$ cat config.mk
export PLATFORM = sky130hd
export DESIGN_NAME = xst_txq
export DESIGN_NICKNAME = d
export VERILOG_FILES = /design/src/rtl/xst_txq.sv
export SDC_FILE = /design/constraint.sdc
export NUM_CORES = 1
export LEC_CHECK = 0
export ABC_CLOCK_PERIOD_IN_PS = 4130
export CORE_ASPECT_RATIO = 1.25
export CORE_MARGIN = 10
export CORE_UTILIZATION = 43
export DETAILED_ROUTE_END_ITERATION = 10
export PLACE_DENSITY = 0.69
export SLEW_MARGIN = 20
export SYNTH_ARGS = -nofsm -noshare
export SYNTH_HDL_FRONTEND = slang
export SYNTH_SLANG_ARGS = --single-unit
$ cat constraint.sdc
create_clock -name clk_i -period 4.13 [get_ports clk_i]
set_input_delay 0.826 -clock clk_i [delete_from_list [all_inputs] [get_ports clk_i]]
set_output_delay 0.826 -clock clk_i [all_outputs]
set_load 0.02 [all_outputs]
$ cat src/rtl/xst_txq.sv
// rtl/xst_txq.sv - transmit word queue with load/capture handshake to an external shifter
// Optional receive capture path (CAPT state) enabled by defining XST_TXQ_RXCAP_EN.
module xst_txq #(
    parameter int DEPTH = 4
) (
    input  logic        clk_i,
    input  logic        reset_i,
    input  logic        wr_i,
    input  logic [63:0] wdat_i,
    input  logic [5:0]  wbits_i,
    output logic        full_o,
    output logic        empty_o,
    output logic [4:0]  count_o,
    output logic        ovf_o,
    output logic        err_o,
    input  logic        idle_i,
    output logic        txreg_we_o,
    output logic [63:0] dat_o,
    output logic [5:0]  bits_o,
    output logic        txreg_oe_o,
    input  logic [63:0] shdat_i,
    output logic [63:0] rxdat_o,
    output logic        rxvalid_o,
    input  logic        rxack_i,
    output logic        rxovf_o
);
    localparam int AW = $clog2(DEPTH);
    localparam logic [4:0] DEPTH_C = 5'(DEPTH);

    typedef enum logic [1:0] {IDLE, LOAD, BUSY, CAPT} state_t;

    state_t         state;
    logic           busy_first;
    logic [63:0]    mem_dat  [DEPTH];
    logic [5:0]     mem_bits [DEPTH];
    logic [AW-1:0]  wptr;
    logic [AW-1:0]  rptr;
    logic [4:0]     count;
    logic           push;
    logic           pop;

    assign full_o     = (count == DEPTH_C);
    assign empty_o    = (count == 5'd0);
    assign count_o    = count;
    // full_o is the start-of-cycle occupancy, so a same-cycle pop never admits a push
    assign push       = wr_i && !full_o && (wbits_i != 6'd0);
    assign pop        = (state == IDLE) && !empty_o && idle_i;
    assign txreg_we_o = (state == LOAD);

    always_ff @(posedge clk_i) begin
        if (push && !reset_i) begin
            mem_dat[wptr]  <= wdat_i;
            mem_bits[wptr] <= wbits_i;
        end
    end

    always_ff @(posedge clk_i) begin
        if (reset_i) begin
            state      <= IDLE;
            busy_first <= 1'b0;
            wptr       <= '0;
            rptr       <= '0;
            count      <= 5'd0;
            ovf_o      <= 1'b0;
            err_o      <= 1'b0;
            dat_o      <= 64'd0;
            bits_o     <= 6'd0;
        end else begin
            if (push) wptr <= wptr + AW'(1);
            if (pop)  rptr <= rptr + AW'(1);
            case ({push, pop})
                2'b10:   count <= count + 5'd1;
                2'b01:   count <= count - 5'd1;
                default: count <= count;
            endcase
            if (wr_i && full_o) ovf_o <= 1'b1;
            err_o <= wr_i && !full_o && (wbits_i == 6'd0);

            case (state)
                IDLE: begin
                    if (pop) begin
                        dat_o  <= mem_dat[rptr];
                        bits_o <= mem_bits[rptr];
                        state  <= LOAD;
                    end
                end
                LOAD: begin
                    busy_first <= 1'b1;
                    state      <= BUSY;
                end
                BUSY: begin
                    // the shifter may still report idle in the cycle right after the load
                    busy_first <= 1'b0;
                    if (!busy_first && idle_i) begin
`ifdef XST_TXQ_RXCAP_EN
                        state <= CAPT;
`else
                        state <= IDLE;
`endif
                    end
                end
                CAPT:    state <= IDLE;
                default: state <= IDLE;
            endcase
        end
    end

`ifdef XST_TXQ_RXCAP_EN
    assign txreg_oe_o = (state == CAPT);

    always_ff @(posedge clk_i) begin
        if (reset_i) begin
            rxdat_o   <= 64'd0;
            rxvalid_o <= 1'b0;
            rxovf_o   <= 1'b0;
        end else if (state == CAPT) begin
            // a capture beats a same-edge acknowledge
            rxdat_o   <= shdat_i;
            rxvalid_o <= 1'b1;
            if (rxvalid_o && !rxack_i) rxovf_o <= 1'b1;
        end else if (rxack_i) begin
            rxvalid_o <= 1'b0;
        end
    end
`else
    logic unused_rx;

    assign txreg_oe_o = 1'b0;
    assign rxdat_o    = 64'd0;
    assign rxvalid_o  = 1'b0;
    assign rxovf_o    = 1'b0;
    assign unused_rx  = ^{rxack_i, shdat_i};
`endif

endmodule

; Yosys cells after proc, flatten, opt, wreduce, memory -nomap -nowiden
; Memory sizes are Yosys's and may differ from the RTL's. A register that Yosys moved wholly into a read port is not among the register bits.
; Cells that the tools add are included.
[totals]
regBits = 14
mem_bits_rw = 280
inputBits = 139
out_inout_bits = 147
wordCells = 48
mem_count = 2
[op_classes]
n_addsub = 4
n_eq_ne = 8
mux = 7
n_reduce_logical = 20
[memory_table]
columns = name, words, width, rd, rd_ports_with_merged_regs, write_ports, line
row1 = mem_dat, 4, 64, 1, 1, 1, 34  ; logic [63:0] mem_dat [DEPTH];
row2 = mem_bits, 4, 6, 1, 1, 1, 35  ; logic [5:0] mem_bits [DEPTH];
[ops]
columns = cell, n
row1 = 5-bit case mux with 2 select lines, 1
row2 = 1-bit logical AND, 8
row3 = 2-bit case mux with 4 select lines, 1
row4 = 2-bit == test (second input constant), 3
row5 = 6-bit logical NOT, 1
row6 = 6-bit nonzero test, 1
row7 = 5-bit by 1-bit adder with 5-bit output (second input constant), 1
row8 = 5-bit by 3-bit == test with 1-bit output (second input constant), 1
row9 = 5-bit logical NOT, 1
row10 = 5-bit by 1-bit subtractor with 5-bit output (second input constant), 1
row11 = 2-bit by 1-bit adder with 2-bit output (second input constant), 2
row12 = 2-bit by 1-bit == test with 1-bit output (second input constant), 2
row13 = 1-bit logical NOT, 4
row14 = 2-bit two-way mux, 2
row15 = 2-bit != test (second input constant), 2
row16 = 2-bit AND reduction, 2
row17 = 2-bit nonzero test, 2
row18 = 2-bit logical NOT, 1
row19 = 1-bit two-way mux, 2
row20 = 1-bit case mux with 2 select lines, 1

; Longest topological paths before layout
[logic_depth]
word_depth = 7
mapped_depth = 13

; Least setup slack after synthesis
; Ideal clock, no wire load.
[synth_path]
path_kind = input-to-reg
start = in reset_i
end = mem mem_bits[0][0], enable pin
setup_time_ps = 436
arrival_ps = 2840
t_required_ps = 3694
setup_slack_ps = 854
cell_stages = 3
n_path_buf = 0
cell_sequence = nand3b_1 -> a21oi_1 -> and2_1
[synth_via]
elab_chain_len = 4
[synth_rtl]
columns = item, line
row1 = "start, declared", 7  ; input logic reset_i,
row2 = 1-bit logical NOT, 51  ; if (push && !reset_i) begin
row3 = 1-bit logical AND, 51
row4 = 1-bit two-way mux, 51
row5 = 1-bit two-way mux (implied by the code), 53  ; mem_bits[wptr] <= wbits_i;
row6 = "end, declared", 35
; No other way between the ends.

; Worst setup path in the final report
[layout_path]
start = in wbits_i[1]
end = reg count[4] (netlist: count_o[4])
[layout_via]
elab_chain_len = 4
elab_cells_between_ends = 6
classes_between = eq/ne (2) / mux (1) / reduce/logical (3)
[layout_rtl]
columns = item, line
row1 = "start, declared", 10  ; input logic [5:0] wbits_i,
row2 = 6-bit nonzero test (*), 46  ; assign push = wr_i && !full_o && (wbits_i != 6'd0);
row3 = 1-bit logical AND (*), 46
row4 = 2-bit by 1-bit == test with 1-bit output or 2-bit == test (tied branches), 71  ; case ({push, pop})
row5 = 5-bit case mux with 2 select lines or 2-bit nonzero test (tied branches), n/a
row6 = "end signal, assigned", 72  ; 2'b10: count <= count + 5'd1;
row7 = "end signal, assigned", 73  ; 2'b01: count <= count - 5'd1;
row8 = "end signal, assigned", 74  ; default: count <= count;
row9 = "end, declared", 38  ; logic [4:0] count;
; Mark *: on every way between the ends. The rest lies on a longest branch, timed or not.
; A chain may end at the register's enable or synchronous reset.

==> results.json <==
{
  "utilization": 0.5329,
  "synthArstFlopShare": 0,
  "viasPerCell": 5.090,
  "cp.arrival_ns": 3.72,
  "setup_ws_ns": 0.8125,
  "drt-met1-wl_um": 12020,
  "r2r_cells": 10,
  "crit_start": "wbits_i[1]",
  "p_leak_nw": 5.591,
  "die_h_um": 221.2,
  "hpwl_um": 18210,
  "path_max_fanout": 5,
  "rsz0062_at_grt": "no",
  "cts_tree": "built",
  "ys_warn_count": 0,
  "nets": 1171,
  "dieArea_um2": 40020,
  "dp.cells": 1395,
  "ys_types": 40,
  "routedWlPerCell_um": 20.84,
  "r2r_end": "count_o[4]",
  "syn-instance-count": 853,
  "overflow": 0,
  "status": "finished clean",
  "postCtsHoldBufs": 0,
  "reg2reg_from": "count_o[0]",
  "highest_layer": "met5",
  "ir_drop_mv": 0.6776,
  "drt-total-wl_um": 30490,
  "syn_area_um2": 13920,
  "critical_path.startpoint_type": "input pin",
  "grt_pass1_wl_um": 47350,
  "synth-seq-area-share": 0.7248,
  "post_cts_buffers": 0,
  "cts_buffer_depth": 3,
  "num_rows": 73,
  "io_pins": 286,
  "post-route-period-util": 0.8033,
  "io_buffer_count": 153,
  "min_path_type": "reg2reg",
  "post_synth.cell_area_avg_um2": 16.32,
  "criticalPathCategory": "in2reg",
  "clock_tree.root_cell": "clkbuf_16",
  "wl_met3_um": 2303,
  "fillers": 2548,
  "post_cts_resized": 0,
  "htree_num_levels": 2,
  "setup_viol": 0,
  "detail_route.iter0.violations": 378,
  "synth_edf_count": 280,
  "power_mw": 10.94,
  "place_congestion": 0.7734,
  "vias": 7446,
  "area_delta_synth_final_pct": 22.03,
  "initial_core_util": 0.4367,
  "drive_above_1_share": 0.1497,
  "min_period_ns": 3.317,
  "clock_sinks": 364,
  "clk_pin_slew_worst_paths_ns": 0.06,
  "slew_viol_final": 0,
  "pre_cts_slack_ns": 0.2815,
  "stdcell_count": 1463,
  "coreArea_um2": 31880,
  "end_kind": "flop",
  "cts-buffers-inserted": 38,
  "ant_nets": 0,
  "yosys_register_bits": 364,
  "crit_end": "count_o[4]",
  "final_hold_viol_count": 0,
  "dpl_cell_area_um2": 15770,
  "fmax_mhz": 301.4,
  "slew_headroom": 0.3559,
  "worstMarginPinSlew_ns": 0.9661,
  "tns_ns": 0,
  "powerDensity_nw_per_um2": 644.3,
  "skew_ns": 0.009598,
  "dr.pass1.iters": 7,
  "grt_max_degree": 72,
  "drc": 0,
  "ys.flop_type": "edfxtp_1",
  "grt_usage": 0.1500,
  "clkLatencyLatePin_ns": 0.52,
  "antenna_found_initial": 3,
  "worst_hold_slack_ns": 0.4522,
  "die_width_um": 180.9,
  "met2_length_um": 15600,
  "maxCapViolations": 0,
  "fin_area_um2": 16990,
  "cp.required_ns": 4.53,
  "reg2reg_slack_ns": 1.23,
  "grt_pass1_vias": 7961
}
[metal layers]
layer	GRT usage	vias up
met5	0	-
met1	0.1756	3762
met2	0.2601	234
li1	-	3410
met4	0.04295	2
met3	0.04620	38
[cell usage after synthesis, types with 2 or more instances]
cell type / count / area share
nand3_1: 3 / 0.0011
nand2_1: 144 / 0.039
and2_1: 5 / 0.0022
nor2_1: 17 / 0.0046
inv_1: 9 / 0.0024
buf_2: 15 / 0.0054
xor2_1: 3 / 0.0019
a21oi_1: 77 / 0.028
xnor2_1: 3 / 0.0019
edfxtp_1: 280 / 0.60
dfxtp_1: 84 / 0.12
a211oi_1: 7 / 0.0038
mux2i_1: 5 / 0.0036
ha_1: 9 / 0.0081
or4b_2: 2 / 0.0014
nand2b_1: 2 / 0.00090
mux4_2: 70 / 0.11
clkbuf_1: 28 / 0.0075
buf_4: 67 / 0.036
nand3b_1: 2 / 0.0011
nor2b_1: 2 / 0.00090
[sequential cells by signal, indices dropped and copies added, names as in the netlist]
name        flops
count_o         5
busy_first      1
bits_o          6
mem_dat       256
ovf_o           1
err_o           1
mem_bits       24
state           2
wptr            2
rptr            2
dat_o          64
[critical path: stages]
cell,delay (ns)
clkdlybuf4s50_1,0.51
nor4_4,0.44
a21oi_1,0.16
and2_1,0.24
inv_1,0.07
ha_1,0.17
xor2_1,0.19
ha_1,0.23
o22ai_1,0.10
o32ai_1,0.18
mux2i_1,0.26
mux2_1,0.34
[worst min-delay path by stage]
stage | start | endpoint | slack, ns | cells after the start
after floorplan | state[0] | state[0] | 0.47 | 2
after global placement | dat_o[25] | dat_o[25] | 0.44 | 2
after detailed placement | dat_o[19] | dat_o[19] | 0.45 | 2
after CTS | dat_o[39] | dat_o[39] | 0.45 | 2
after global routing | dat_o[18] | dat_o[18] | 0.47 | 2
final | dat_o[30] | dat_o[30] | 0.45 | 2
[area by class of cell]
cell class / instances / area, um2 / share of cell area
diodes: 2 / 5.005 / 0.0002946
clock buffers: 56 / 1112 / 0.06548
clock inverters: 10 / 101.3 / 0.005966
inverters: 9 / 35.03 / 0.002062
multi-input cells: 436 / 3372 / 0.1985
flip-flops and latches: 364 / 10100 / 0.5944
well taps: 412 / 515.5 / 0.03035
repair buffers: 174 / 1749 / 0.1030
[power breakdown]
group          internal, mW  switching [mW]  leakage (nW)
Clock                  1.99            1.32         0.588
Sequential             4.40           0.329          3.23
Combinational          1.32            1.59          1.77
[cells by family (layout without fill, tap and decap cells)]
group,count (synthesis),after routing,synth area share
buf+inv,119,249,0.05150
compound gates,91,91,0.03604
fa+ha+maj,9,9,0.008089
flops,364,364,0.7248
other cells,1,69,0.0002694
simple gates,186,186,0.05707
xor+xnor,6,6,0.003776
mux,77,77,0.1185
[cell usage in the layout, fill, tap and decap left out, types with 17 or more instances in the layout]
cell type | netlist | routed
nand2_1 | 144 | 144
dfxtp_1 | 84 | 82
a21oi_1 | 77 | 77
mux4_2 | 70 | 70
conb_1 | 1 | 67
clkdlybuf4s50_1 | 0 | 152
nor2_1 | 17 | 17
buf_4 | 67 | 17
clkbuf_16 | 0 | 41
edfxtp_1 | 280 | 280
Note: power is estimated with default switching activity, not from simulation.
